`src/rtl/ctrl_pkg.sv`:
```
// Shared types and constants for control_sequencer: T-state enum, opcodes,
// ALU-select bit positions, IR field positions and opcode classification helpers.
package ctrl_pkg;

    localparam int unsigned NREGS = 16;
    localparam int unsigned RSELW = 4;
    localparam int unsigned OPW   = 5;
    localparam int unsigned IRW   = 32;
    localparam int unsigned ALUW  = 13;

    localparam int unsigned OP_LSB = 27;
    localparam int unsigned RA_LSB = 23;
    localparam int unsigned RB_LSB = 19;
    localparam int unsigned RC_LSB = 15;

    typedef enum logic [3:0] {
        ST_IDLE,
        ST_T0,
        ST_T1,
        ST_T2,
        ST_T3,
        ST_T4,
        ST_T5,
        ST_T6,
        ST_HALTED
    } state_e;

    localparam logic [OPW-1:0] OP_ADD  = 5'b00011;
    localparam logic [OPW-1:0] OP_SUB  = 5'b00100;
    localparam logic [OPW-1:0] OP_AND  = 5'b00101;
    localparam logic [OPW-1:0] OP_OR   = 5'b00110;
    localparam logic [OPW-1:0] OP_ROR  = 5'b00111;
    localparam logic [OPW-1:0] OP_ROL  = 5'b01000;
    localparam logic [OPW-1:0] OP_SHR  = 5'b01001;
    localparam logic [OPW-1:0] OP_SHRA = 5'b01010;
    localparam logic [OPW-1:0] OP_SHL  = 5'b01011;
    localparam logic [OPW-1:0] OP_MUL  = 5'b01111;
    localparam logic [OPW-1:0] OP_DIV  = 5'b10000;
    localparam logic [OPW-1:0] OP_NEG  = 5'b10001;
    localparam logic [OPW-1:0] OP_NOT  = 5'b10010;
    localparam logic [OPW-1:0] OP_NOP  = 5'b11010;
    localparam logic [OPW-1:0] OP_HALT = 5'b11011;

    localparam int unsigned ALU_ADD  = 0;
    localparam int unsigned ALU_SUB  = 1;
    localparam int unsigned ALU_AND  = 2;
    localparam int unsigned ALU_OR   = 3;
    localparam int unsigned ALU_SHR  = 4;
    localparam int unsigned ALU_SHRA = 5;
    localparam int unsigned ALU_SHL  = 6;
    localparam int unsigned ALU_ROR  = 7;
    localparam int unsigned ALU_ROL  = 8;
    localparam int unsigned ALU_NEG  = 9;
    localparam int unsigned ALU_NOT  = 10;
    localparam int unsigned ALU_MUL  = 11;
    localparam int unsigned ALU_DIV  = 12;

    // Single-bit datapath strobes, grouped as one payload
    typedef struct packed {
        logic pc_out;
        logic pc_in;
        logic inc_pc;
        logic mar_in;
        logic read;
        logic mdr_in;
        logic mdr_out;
        logic ir_in;
        logic y_in;
        logic z_in;
        logic zlow_out;
        logic zhigh_out;
        logic hi_in;
        logic lo_in;
    } strobes_t;

    function automatic logic [ALUW-1:0] alu_onehot(input logic [OPW-1:0] op);
        logic [ALUW-1:0] sel;
        sel = '0;
        case (op)
            OP_ADD:  sel[ALU_ADD]  = 1'b1;
            OP_SUB:  sel[ALU_SUB]  = 1'b1;
            OP_AND:  sel[ALU_AND]  = 1'b1;
            OP_OR:   sel[ALU_OR]   = 1'b1;
            OP_SHR:  sel[ALU_SHR]  = 1'b1;
            OP_SHRA: sel[ALU_SHRA] = 1'b1;
            OP_SHL:  sel[ALU_SHL]  = 1'b1;
            OP_ROR:  sel[ALU_ROR]  = 1'b1;
            OP_ROL:  sel[ALU_ROL]  = 1'b1;
            OP_NEG:  sel[ALU_NEG]  = 1'b1;
            OP_NOT:  sel[ALU_NOT]  = 1'b1;
            OP_MUL:  sel[ALU_MUL]  = 1'b1;
            OP_DIV:  sel[ALU_DIV]  = 1'b1;
            default: sel = '0;
        endcase
        return sel;
    endfunction

    function automatic logic is_muldiv(input logic [OPW-1:0] op);
        return (op == OP_MUL) || (op == OP_DIV);
    endfunction

    function automatic logic is_unary(input logic [OPW-1:0] op);
        return (op == OP_NEG) || (op == OP_NOT);
    endfunction

    // Ops that read Rb into Y in T3 and Rc in T4
    function automatic logic is_two_op(input logic [OPW-1:0] op);
        return (alu_onehot(op) != '0) && !is_unary(op);
    endfunction

endpackage

```
`src/rtl/control_sequencer_reg_field_decoder.sv`:
```
// 4-to-16 (generally W-to-N) one-hot decoder with enable, used for the Rin/Rout selects.
module reg_field_decoder #(
    parameter int unsigned N = 16,
    parameter int unsigned W = 4
) (
    input  logic         en_i,
    input  logic [W-1:0] sel_i,
    output logic [N-1:0] onehot_o
);

    always_comb begin
        onehot_o = '0;
        if (en_i) begin
            onehot_o[sel_i] = 1'b1;
        end
    end

endmodule

```
`src/rtl/control_sequencer.sv`:
```
// Hardwired T-state control unit: fetch, decode and register-transfer strobes.
// Build option CTRL_SINGLE_STEP_EN adds a step input gating each instruction start.
module control_sequencer
    import ctrl_pkg::*;
(
    input  logic             clock,
    input  logic             clear,
    input  logic             run,
`ifdef CTRL_SINGLE_STEP_EN
    input  logic             step,
`endif
    input  logic [IRW-1:0]   IR,
    input  logic             mem_ready,
    output logic [NREGS-1:0] Rin,
    output logic [NREGS-1:0] Rout,
    output logic             PCout,
    output logic             PCin,
    output logic             IncPC,
    output logic             MARin,
    output logic             Read,
    output logic             MDRin,
    output logic             MDRout,
    output logic             IRin,
    output logic             Yin,
    output logic             Zin,
    output logic             Zlowout,
    output logic             Zhighout,
    output logic             HIin,
    output logic             LOin,
    output logic [ALUW-1:0]  alu_sel,
    output logic             busy,
    output logic             halted,
    output logic             illegal
);

    state_e     state_q, state_d;
    logic       illegal_q, illegal_d;
    strobes_t   stb;
    logic       rin_en, rout_en;
    logic [RSELW-1:0] rin_sel, rout_sel;
    logic       start_ok;
    state_e     end_state;

    logic [OPW-1:0]   opcode;
    logic [RSELW-1:0] ra, rb, rc;
    logic             unused_ir;

    assign opcode    = IR[OP_LSB +: OPW];
    assign ra        = IR[RA_LSB +: RSELW];
    assign rb        = IR[RB_LSB +: RSELW];
    assign rc        = IR[RC_LSB +: RSELW];
    assign unused_ir = ^IR[RC_LSB-1:0];

    // Instruction start gate and the END decision target
`ifdef CTRL_SINGLE_STEP_EN
    assign start_ok  = run & step;
    assign end_state = ST_IDLE;
`else
    assign start_ok  = run;
    assign end_state = run ? ST_T0 : ST_IDLE;
`endif

    always_ff @(posedge clock or negedge clear) begin
        if (!clear) begin
            state_q   <= ST_IDLE;
            illegal_q <= 1'b0;
        end else begin
            state_q   <= state_d;
            illegal_q <= illegal_d;
        end
    end

    always_comb begin
        state_d   = state_q;
        illegal_d = illegal_q;
        stb       = '0;
        alu_sel   = '0;
        rin_en    = 1'b0;
        rin_sel   = ra;
        rout_en   = 1'b0;
        rout_sel  = rb;
        halted    = 1'b0;

        case (state_q)
            ST_IDLE: begin
                if (start_ok) state_d = ST_T0;
            end
            ST_T0: begin
                stb.pc_out = 1'b1;
                stb.inc_pc = 1'b1;
                stb.mar_in = 1'b1;
                stb.z_in   = 1'b1;
                state_d    = ST_T1;
            end
            // Held through memory wait states; reloading PC from Z is harmless
            ST_T1: begin
                stb.zlow_out = 1'b1;
                stb.pc_in    = 1'b1;
                stb.read     = 1'b1;
                stb.mdr_in   = 1'b1;
                if (mem_ready) state_d = ST_T2;
            end
            ST_T2: begin
                stb.mdr_out = 1'b1;
                stb.ir_in   = 1'b1;
                state_d     = ST_T3;
            end
            ST_T3: begin
                if (is_two_op(opcode)) begin
                    rout_en  = 1'b1;
                    rout_sel = rb;
                    stb.y_in = 1'b1;
                    state_d  = ST_T4;
                end else if (is_unary(opcode)) begin
                    state_d = ST_T4;
                end else if (opcode == OP_NOP) begin
                    state_d = end_state;
                end else if (opcode == OP_HALT) begin
                    state_d = ST_HALTED;
                end else begin
                    illegal_d = 1'b1;
                    state_d   = ST_HALTED;
                end
            end
            ST_T4: begin
                rout_en  = 1'b1;
                rout_sel = is_unary(opcode) ? rb : rc;
                alu_sel  = alu_onehot(opcode);
                stb.z_in = 1'b1;
                state_d  = ST_T5;
            end
            ST_T5: begin
                stb.zlow_out = 1'b1;
                if (is_muldiv(opcode)) begin
                    stb.lo_in = 1'b1;
                    state_d   = ST_T6;
                end else begin
                    rin_en  = 1'b1;
                    rin_sel = ra;
                    state_d = end_state;
                end
            end
            ST_T6: begin
                stb.zhigh_out = 1'b1;
                stb.hi_in     = 1'b1;
                state_d       = end_state;
            end
            ST_HALTED: begin
                halted = 1'b1;
            end
            default: begin
                state_d = ST_IDLE;
            end
        endcase
    end

    assign busy    = (state_q != ST_IDLE) && (state_q != ST_HALTED);
    assign illegal = illegal_q;

    assign PCout    = stb.pc_out;
    assign PCin     = stb.pc_in;
    assign IncPC    = stb.inc_pc;
    assign MARin    = stb.mar_in;
    assign Read     = stb.read;
    assign MDRin    = stb.mdr_in;
    assign MDRout   = stb.mdr_out;
    assign IRin     = stb.ir_in;
    assign Yin      = stb.y_in;
    assign Zin      = stb.z_in;
    assign Zlowout  = stb.zlow_out;
    assign Zhighout = stb.zhigh_out;
    assign HIin     = stb.hi_in;
    assign LOin     = stb.lo_in;

    reg_field_decoder #(.N(NREGS), .W(RSELW)) u_rin_dec (
        .en_i     (rin_en),
        .sel_i    (rin_sel),
        .onehot_o (Rin)
    );

    reg_field_decoder #(.N(NREGS), .W(RSELW)) u_rout_dec (
        .en_i     (rout_en),
        .sel_i    (rout_sel),
        .onehot_o (Rout)
    );

endmodule

```
`config.mk`:
```
export PLATFORM = sky130hd
export DESIGN_NAME = control_sequencer
export DESIGN_NICKNAME = d
export VERILOG_FILES = /design/src/rtl/ctrl_pkg.sv /design/src/rtl/control_sequencer_reg_field_decoder.sv /design/src/rtl/control_sequencer.sv
export SDC_FILE = /design/constraint.sdc
export NUM_CORES = 1
export LEC_CHECK = 0
export BUFFER_PORTS_ARGS = -buffer_cell sky130_fd_sc_hd__buf_2
export CAP_MARGIN = 15
export CORE_UTILIZATION = 24
export CTS_CLUSTER_SIZE = 24
export DETAILED_ROUTE_END_ITERATION = 6
export GPL_ROUTABILITY_DRIVEN = 0
export HOLD_SLACK_MARGIN = 0.05
export SETUP_SLACK_MARGIN = 0.2
export SYNTH_ARGS = -nofsm -noshare
export SYNTH_HDL_FRONTEND = slang
export SYNTH_HIERARCHICAL = 1
export SYNTH_SLANG_ARGS = --single-unit
```
`constraint.sdc`:
```
create_clock -name clock -period 3.6 [get_ports clock]
set_clock_uncertainty 0.1 [all_clocks]
set_input_delay 0.36 -clock clock [delete_from_list [all_inputs] [get_ports clock]]
set_output_delay 0.36 -clock clock [all_outputs]
set_load 0.01 [all_outputs]
```
# Yosys cells after proc, flatten, opt, wreduce, memory -nomap -nowiden
# Index checks and enable logic that the tools add are counted.
# totals
register_bits	5
elab_cells	110
# classes
magnitude_cmp	4
n_eq_ne	26
mux	59
bitwise_logic	5
n_reduce_logical	14
# ops
op	count
$mux W1	40
$pmux W4 S9	1
$mux W16	2
$mux W4	7
$eq A5 B4 Y1 const B	5
$eq A5 B5 Y1 const B	5
$eq A5 B3 Y1 const B	4
$eq A4 B3 Y1 const B	4
$mux W13	1
$reduce_bool A13 Y1	1
$lt A4 B5 Y1 const B	2
$demux W1 S4	2
$eq A4 B2 Y1 const B	2
$ge A4 B1 Y1 const B	2
$mux W2	4
$eq A5 B2 Y1 const B	1
$not A1 Y1	5
$reduce_and A5 Y1	1
$eq A4 B1 Y1 const B	1
$eq A4 B4 Y1 const B	1
$logic_and A1 B1 Y1	4
$logic_not A4 Y1	1
$ne A2 B2 Y1 const B	2
$ne A4 B4 Y1 const B	1
7 further kinds	9

# Longest topological paths before layout
# Gate-level depths: netlist (run 1).
# logic_depth
ltp_word	9
depth_mapped	7

# Hierarchy
# The synthesis (run 1) kept the hierarchy.
# by_module_without_submodules
mod	instances	cells_each	area_each_um2
control_sequencer	1	105	814.5
reg_field_decoder	2	23	117.6

# Least setup slack after synthesis (run 1)
# OpenSTA, ideal clock, no wires.
# synth_timing
path_type	input-to-output
startpoint	input IR[30]
endpoint	output Rout[1]
arrival_time_ns	1.973
required_time_ns	3.140
slack_ns	1.167
stages	7
cell_sequence	buf_6 -> or4b_4 -> a21oi_2 -> o21a_2 -> nand2b_1 -> or3b_4 -> nor2_1
# synth_rtl
item	line_no	rtl
start: declaration	control_sequencer.sv:12	input logic [IRW-1:0] IR,
$eq A5 B2 Y1 (tied with other cells)	ctrl_pkg.sv:79	case (op)
$mux W1	ctrl_pkg.sv:79	
$mux W1	control_sequencer.sv:84	case (state_q)
$reduce_bool A13 Y1	ctrl_pkg.sv:108	return (alu_onehot(op) != '0) && !is_unary(op);
$logic_and A1 B1 Y1 (*)	ctrl_pkg.sv:108	
$mux W1 (*)	control_sequencer.sv:109	if (is_two_op(opcode)) begin
$pmux W1 S2 (*)	control_sequencer.sv:84	
via rout_en	control_sequencer.sv:39	logic rin_en, rout_en;
$mux W16 (*)	control_sequencer_reg_field_decoder.sv:13	if (en_i) begin
end: declaration	control_sequencer.sv:15	output logic [NREGS-1:0] Rout,
# The timed path passes the listed nets; every way through them passes the cells marked *. The select of a mux whose other input is x is not followed.

# Worst setup path in the final report (run 1)
# layout_timing
startpoint	register state_q[3]
endpoint	output Rout[0]
# layout_rtl
item	line_no	rtl
start: declaration	control_sequencer.sv:36	state_e state_q, state_d;
start signal: assignment	control_sequencer.sv:68	state_q <= state_d;
$eq A4 B3 Y1	control_sequencer.sv:84	
$pmux W1 S2 (*)	control_sequencer.sv:84	
via rout_en	control_sequencer.sv:39	
$mux W16 (*)	control_sequencer_reg_field_decoder.sv:13	
# The timed path passes the listed nets; every way through them passes the cells marked *.

==> key figures, run 1 <==
Final layout
  • Final nets: 262
  • Sequential cell area: 125 sq um
  • Share of cells above drive strength 1: 47.6%
  • Layout Cells excl Fill: 275
  • Antenna diode count: 0
  • Fillers: 466
  • Finished Core Util: 36.4%
  • Area grow syn2layout: 41.7%
  • Area of the multi-input gates: 823 sq um

GRT
  • Grt total ovfl: 0
  • Vias in the first global route: 1046
  • Global-route wire length before repair: 4550 um
  • Largest net degree at the start of global routing: 13
  • All-Layer GR Usage: 12.4%
  • Initial antenna violation count: 0

Placed design
  • DP Worst Slack: 0.915 ns
  • Placed cells: 270
  • IO Port Bufs: 82
  • Final HPWL DP: 2570 um

Worst setup path
  • Max stage delay on crit path: 0.43 ns
  • Critical Path RT: 3.14 ns
  • Worst reg2reg path depth: 4
  • Crit Reg-Reg Endpoint: state_q[0]
  • Critical-path top delay cell: dfrtp_1
  • Critical path data arrival time: 2.35 ns
  • Setup CP Type: flip-flop to primary output
  • CP Capture Type: primary output
  • CP Launch Type: flip-flop
  • R2r setup slk: 2.04 ns
  • CP cell instances: nand2b_1 > nor3_1 > o21a_2 > nand2b_1 > or3b_4 > nor3_2 > buf_2
  • Worst Setup SP: state_q[3]
  • Most frequent CP cell: nand2b_1
  • Crit path max fanout: 7
  • Worst r2r src: state_q[3]
  • Worst setup endpoint: Rout[0]

Pwr
  • Static leakage: 0.796 nW
  • Peak VDD IR: 0.371 mV
  • Power Dens Cells: 391 nW/um^2

STA
  • Worst hold margin: 0.377 ns
  • Final Hold Vio Count: 0
  • Max Clk Rate: 0.356 GHz
  • RSZ-0062 raised after global routing: no
  • Final worst-path setup slack: 0.790 ns
  • Final Max Tran Viols: 0
  • Slew Limit Headroom: 69.9%
  • Min Tclk post-route: 2.81 ns
  • Period utilization: 78.1%
  • Finish-stage setup viols: 0
  • Slew @ Worst Pin: 0.445 ns
  • Total negative setup slack: 0 ns

Clock tree
  • Clock sink total: 5
  • Clock root buffer master: clkbuf_8
  • Num CTS Buffers: 3
  • Post-CTS Hold Fix Bufs: 1
  • CTS max path bufs: 2
  • CTS tree: yes
  • Clk Latency, worst-skew pair: 0.22 ns
  • Max H-tree Level: 1
  • Setup bufs post-CTS: 0
  • Worst-path clk slew: 0.03 ns
  • Post-CTS sizing: 0

Logic synthesis
  • Main synth FF type: dfrtp_1
  • Distinct cells, synth: 44
  • Synth area leader: nor2_1
  • Asr flop ratio synth: 100%
  • Number of synthesized flops with an enable pin: 0
  • Mapped Area: 1050 sq um
  • Synth Net Count: 187
  • Yosys reg bits: 5
  • Syn avg cell area: 6.95 sq um
  • Register area share after synthesis: 11.9%
  • Area contributors post-synth: nor2_1, dfrtp_1, nand2b_1, buf_4, mux2_4
  • Top cells by count, synth: nor2_1, nand2b_1, nor3_1
  • Yosys warning total: 6
  • Post-Syn Instances: 151
  • Area share of the largest cell type after synthesis: 14.3%
  • Most common cell in the synthesized netlist: nor2_1

Run status
  • Outcome: completed

Floorplanning
  • Row Count: 23
  • Initial core utilization: 25.7%
  • Die width: 68.1 um
  • Die Y: 68.1 um
  • Die area: 4640 sq um
  • # IOs: 98
  • Core Area: 4090 sq um

Drt
  • Via count: 1261
  • Routed WL: 3080 um
  • Starting DRT DRC Count: 20
  • Final ANT Viol Nets: 0
  • Via density per instance: 4.59
  • TritonRoute pass-1 iters: 4
  • DRC Markers: 0
  • WL/cell: 11.2 um

Flow run
  • MaxCap Viol Count: 0

Worst hold path
  • Worst hold path type: flip-flop to flip-flop
[logic make-up after synthesis]
kind of cell           count (synthesis)  synth area share (%)
muxes                                  6                  7.75
AOI/OAI and AO/OA                     17                  13.6
DFF                                    5                  11.9
and+or+nand+nor                      107                  57.1
buffers and inverters                 16                  9.65
[worst min path at each step]
stage                     cells past startpoint  startpoint         end
after floorplan                               0       clear     illegal
after global placement                        1       clear     illegal
after detailed placement                      1       clear     illegal
after CTS                                     2       clear  state_q[0]
after global routing                          2       clear     illegal
final                                         1     illegal     illegal
[stage by stage]
step | power (mW) | area [sq um]
2_1_floorplan | 0.397 | 1050
3_3_place_gp | 0.478 | 1430
3_5_place_dp | 0.482 | 1430
4_1_cts | 0.589 | 1490
5_1_grt | 0.638 | 1490
6_report | 0.581 | 1490
[state kept, by name, indices dropped and copies added, names as in the netlist]
name,flops
illegal,1
state_q,4
[critical path: cells and delay by family (launching register included)]
kind / cells / cell delay (ns)
buffers and inverters: 1 / 0.15
AOI/OAI and AO/OA: 1 / 0.24
DFF: 1 / 0.43
and+or+nand+nor: 5 / 1.32
[layout by cell type (no fill, tap or decap), types with 2 or more instances in the layout]
master	instances
buf_2	82
nor2_1	40
nand2b_1	12
nor3_1	10
nand2_1	9
nand3b_1	6
nor3_2	5
dfrtp_1	5
nand3_1	4
mux2_4	4
inv_1	3
or3b_4	3
nor2b_1	3
clkbuf_8	3
nand2_2	2
and3_1	2
a21oi_1	2
or2b_1	2
o21a_1	2
o21ai_0	2
[final cells by class]
cell class	instances	share of cell area, %
inverter	3	0.757
sequential	5	8.41
multi-input combinational	130	55.3
clock buffer	4	3.03
timing repair buffer	83	28.3
tap	50	4.21
[routing by layer]
layer	share of wire (%)	track usage, %	wire, um
met5	0	0	0
met3	5.2	2.33	160
met2	48	21.3	1480
met1	47	16.8	1430
met4	0	0	0
[power by group]
part / switching, mW / leakage, nW / internal (mW) / total (mW)
sequential: 0.0426 / 0.0613 / 0.0795 / 0.122
clock: 0.0259 / 0.0228 / 0.0759 / 0.102
combinational: 0.196 / 0.712 / 0.162 / 0.357
total: 0.264 / 0.796 / 0.317 / 0.581
No activity file was read; power rests on OpenSTA's default activity.
==> inputs of run 2 (changes only) <==
--- a/config.mk
+++ b/config.mk
@@ -5,6 +5,7 @@
 export SDC_FILE = /design/constraint.sdc
 export NUM_CORES = 1
 export LEC_CHECK = 0
+export ABC_AREA = 1
 export BUFFER_PORTS_ARGS = -buffer_cell sky130_fd_sc_hd__buf_2
 export CAP_MARGIN = 15
 export CORE_UTILIZATION = 24
==> constraint.sdc (replaced) <==
create_clock -name clock -period 2.6 [get_ports clock]
set_clock_uncertainty 0.1 [all_clocks]
set_input_delay 0.26 -clock clock [delete_from_list [all_inputs] [get_ports clock]]
set_output_delay 0.26 -clock clock [all_outputs]
set_load 0.01 [all_outputs]
==> run 2 against run 1 <==
Compared with the run above: area after synthesis is 6.1% lower; register-to-register slack worse by 0.76 ns; synthesized cell count grew 26%; clock power grew 38%; non-clock buffer count rose by 8; core utilization up 4.7 points; sequential share of layout area shrank 0.40 points; worst setup slack got worse by 0.52 ns; final cell count rose by 18%; routed wire length shrank 0.45%; highest routed layer is now met4.
==> key figures, run 2 <==
Run status
  • Outcome: completed

Clock tree
  • Max H-tree Level: 1 (unchanged)
  • Worst-path clk slew: 0.03 ns (about the same)
  • Num CTS Buffers: 3 (unchanged)
  • Clock root buffer master: clkbuf_8
  • CTS tree: yes
  • Clk Latency, worst-skew pair: 0.22 ns (about the same)
  • CTS max path bufs: 2 (unchanged)
  • Clock sink total: 5 (unchanged)

Drt
  • Starting DRT DRC Count: 51 (+160%)
  • Top sig layer: met4
  • Via density per instance: 4.32 (-5.7%)
  • Met1 Wirelength: 1310 um (-8.4%)
  • Metal2 WL: 1510 um (+2.0%)
  • Routed WL: 3060 um (-0.45%)
  • Via count: 1405 (+11%)
  • TritonRoute pass-1 iters: 4 (unchanged)
  • DRC Markers: 0 (unchanged)
  • Met3 wire length: 210 um (+31%)
  • Final ANT Viol Nets: 0 (unchanged)
  • WL/cell: 9.42 um (-16%)

Final layout
  • Max reg flops: 4 (unchanged)
  • Commonest cells after routing, fill and taps aside: buf_2, nor2_1, nand2_1
  • Finished Core Util: 41.1% (+4.7 points)
  • Share of cells above drive strength 1: 45.1% (-2.4 points)
  • Most common cell after layout, fill and taps aside: buf_2
  • Antenna diode count: 0 (unchanged)
  • Area grow syn2layout: 58.5%
  • Fillers: 424 (-9.0%)
  • Most flops, register: state_q
  • Final nets: 314 (+20%)

Worst setup path
  • Setup CP Type: flip-flop to primary output
  • R2r setup slk: 1.28 ns (-0.76 ns)
  • CP Capture Type: primary output
  • Worst r2r src: state_q[3]
  • CP delay by family, top: simple AND/OR/NAND/NOR gates
  • Crit path max fanout: 8 (+1)
  • Crit Reg-Reg Endpoint: state_q[2]
  • Critical-path top delay cell: dfrtp_1
  • CP Launch Type: flip-flop
  • Critical path data arrival time: 1.97 ns (-0.38 ns)
  • CP Buf/Inv Count: 3 (+2)
  • Max stage delay on crit path: 0.42 ns (about the same)
  • Worst reg2reg path depth: 5 (+1)
  • CP cell instances: nor2_4 > inv_2 > nor2_4 > clkinv_4 > or2_4 > o21ai_4 > nand3_1 > nor2_1 > buf_2
  • Most frequent CP cell: nor2_4
  • Critical Path RT: 2.24 ns (-0.90 ns)

GRT
  • Largest net degree at the start of global routing: 13 (unchanged)
  • All-Layer GR Usage: 13.3% (+0.95 points)
  • Initial antenna violation count: 0 (unchanged)
  • Vias in the first global route: 1134 (+8.4%)
  • Global-route wire length before repair: 4660 um (+2.3%)
  • Grt total ovfl: 0 (unchanged)

STA
  • Worst hold margin: 0.248 ns (-0.129 ns)
  • Final Max Tran Viols: 0 (unchanged)
  • Min Tclk post-route: 2.33 ns
  • Slew Limit Headroom: 77.4% (+7.5 points)
  • Max Clk Rate: 0.430 GHz
  • Total negative setup slack: 0 ns (unchanged)
  • Finish-stage setup viols: 0 (unchanged)
  • Final worst-path setup slack: 0.272 ns (-0.518 ns)
  • Period utilization: 89.5%
  • RSZ-0062 raised after global routing: yes
  • Slew @ Worst Pin: 0.337 ns (-0.108 ns)
  • Final Hold Vio Count: 0 (unchanged)

Pwr
  • Peak VDD IR: 0.444 mV (+20%)
  • Combinational group share of total power: 67.4% (+5.9 points)
  • Clock power share: 16.3% (-1.2 points)
  • Static leakage: 0.925 nW (+16%)
  • P_sw: 0.429 mW (+62%)
  • Power Dens Cells: 554 nW/um^2 (+42%)
  • Sequential fraction of design power: 16.3% (-4.7 points)
  • Pint: 0.438 mW (+38%)
  • Sw frac: 49.5% (+4.0 points)

Logic synthesis
  • Synth Net Count: 227 (+21%)
  • Asr flop ratio synth: 100% (unchanged)
  • Main synth FF type: dfrtp_1
  • Synth area leader: nor2_1
  • Area contributors post-synth: nor2_1, nand2_1, dfrtp_1, inv_1, nand3_1
  • Most common cell in the synthesized netlist: nor2_1
  • Register area share after synthesis: 12.7% (+0.77 points)
  • Yosys reg bits: 5 (unchanged)
  • Syn avg cell area: 5.16 sq um (-26%)
  • Yosys warning total: 6 (unchanged)
  • Mapped Area: 986 sq um (-6.1%)
  • Number of synthesized flops with an enable pin: 0 (unchanged)
  • Top cells by count, synth: nor2_1, nand2_1, inv_1
  • Post-Syn Instances: 191 (+26%)
  • Area share of the largest cell type after synthesis: 22.5% (+8.2 points)
  • Distinct cells, synth: 26 (-41%)

Floorplanning
  • Core Area: 3800 sq um (-7.0%)
  • Die Y: 66.1 um (-3.0%)
  • Row Count: 22 (-4.3%)
  • Die width: 66.1 um (-3.0%)
  • # IOs: 98 (unchanged)
  • Die area: 4370 sq um (-5.9%)
  • Initial core utilization: 26.0% (+0.27 points)

Placed design
  • Final HPWL DP: 2500 um (-2.5%)
  • DP Worst Slack: 0.289 ns (-0.626 ns)
  • IO Port Bufs: 82 (unchanged)

Worst hold path
  • Hold Path Stages: 3 (+2)
  • Hold Path Sink: state_q[0]
  • Worst hold start: mem_ready
  • Worst hold path type: input port to flip-flop

Flow run
  • MaxCap Viol Count: 0 (unchanged)
run 2: layout make-up:
type	instances	area [sq um]	area share [%]
inverter	28	110	7.05
multi-input combinational	149	742	47.5
tap	48	60.1	3.84
clock buffer	4	45.0	2.88
timing repair buffer	91	480	30.7
sequential	5	125	8.01
run 2: worst max-delay path by stage:
stage	from	to	slack (ns)	depth (start not counted)
6_report	state_q[1]	Rout[7]	0.27	9
5_1_grt	state_q[1]	Rout[5]	0.12	11
4_1_cts	state_q[3]	Rout[9]	0.23	11
3_5_place_dp	state_q[3]	Rout[4]	0.29	10
3_3_place_gp	state_q[3]	Rout[8]	0.30	10
2_1_floorplan	state_q[3]	Rout[12]	0.64	11
run 2: metal layers:
layer  global-route usage (%)  up-vias
li1                         -      753
met4                     4.79        0
met1                     16.6      598
met3                     1.90        3
met5                        0        -
met2                     23.0       51
run 2: cell families (layout without fill, tap and decap cells):
| kind of cell | count (synthesis) | count (layout) | synth area share [%] |
|---|---|---|---|
| AOI/OAI and AO/OA | 11 | 11 | 8.12 |
| DFF | 5 | 5 | 12.7 |
| and+or+nand+nor | 138 | 138 | 61.9 |
| buffers and inverters | 37 | 123 | 17.3 |
run 2: timing repair:
action	CTS	global route
pin swaps	1	7
resized for setup	3	13
hold endpoints to repair	5	0
setup buffers	1	6
setup endpoints to repair	16	16
hold buffers	1	0
run 2: power by group through the flow:
stage	clock network (mW)	logic (mW)	registers [mW]
2_1_floorplan	0	0.405	0.141
3_3_place_gp	0	0.526	0.142
3_5_place_dp	0	0.526	0.142
4_1_cts	0.146	0.544	0.141
5_1_grt	0.156	0.661	0.146
6_report	0.141	0.584	0.141
run 2: through the flow:
step	power (mW)	instance area, sq um	std cells
final	0.867	1560	325
after detailed placement	0.668	1400	313
after global routing	0.962	1560	325
after CTS	0.831	1480	319
after floorplan	0.546	986	191
after global placement	0.668	1400	313
run 2: worst register-to-register path, cell delays in order (launching register included):
cell	delay (ns)
dfrtp_1	0.41
nor2_1	0.16
inv_1	0.10
nor3_1	0.28
nor3_1	0.11
nand2_1	0.09
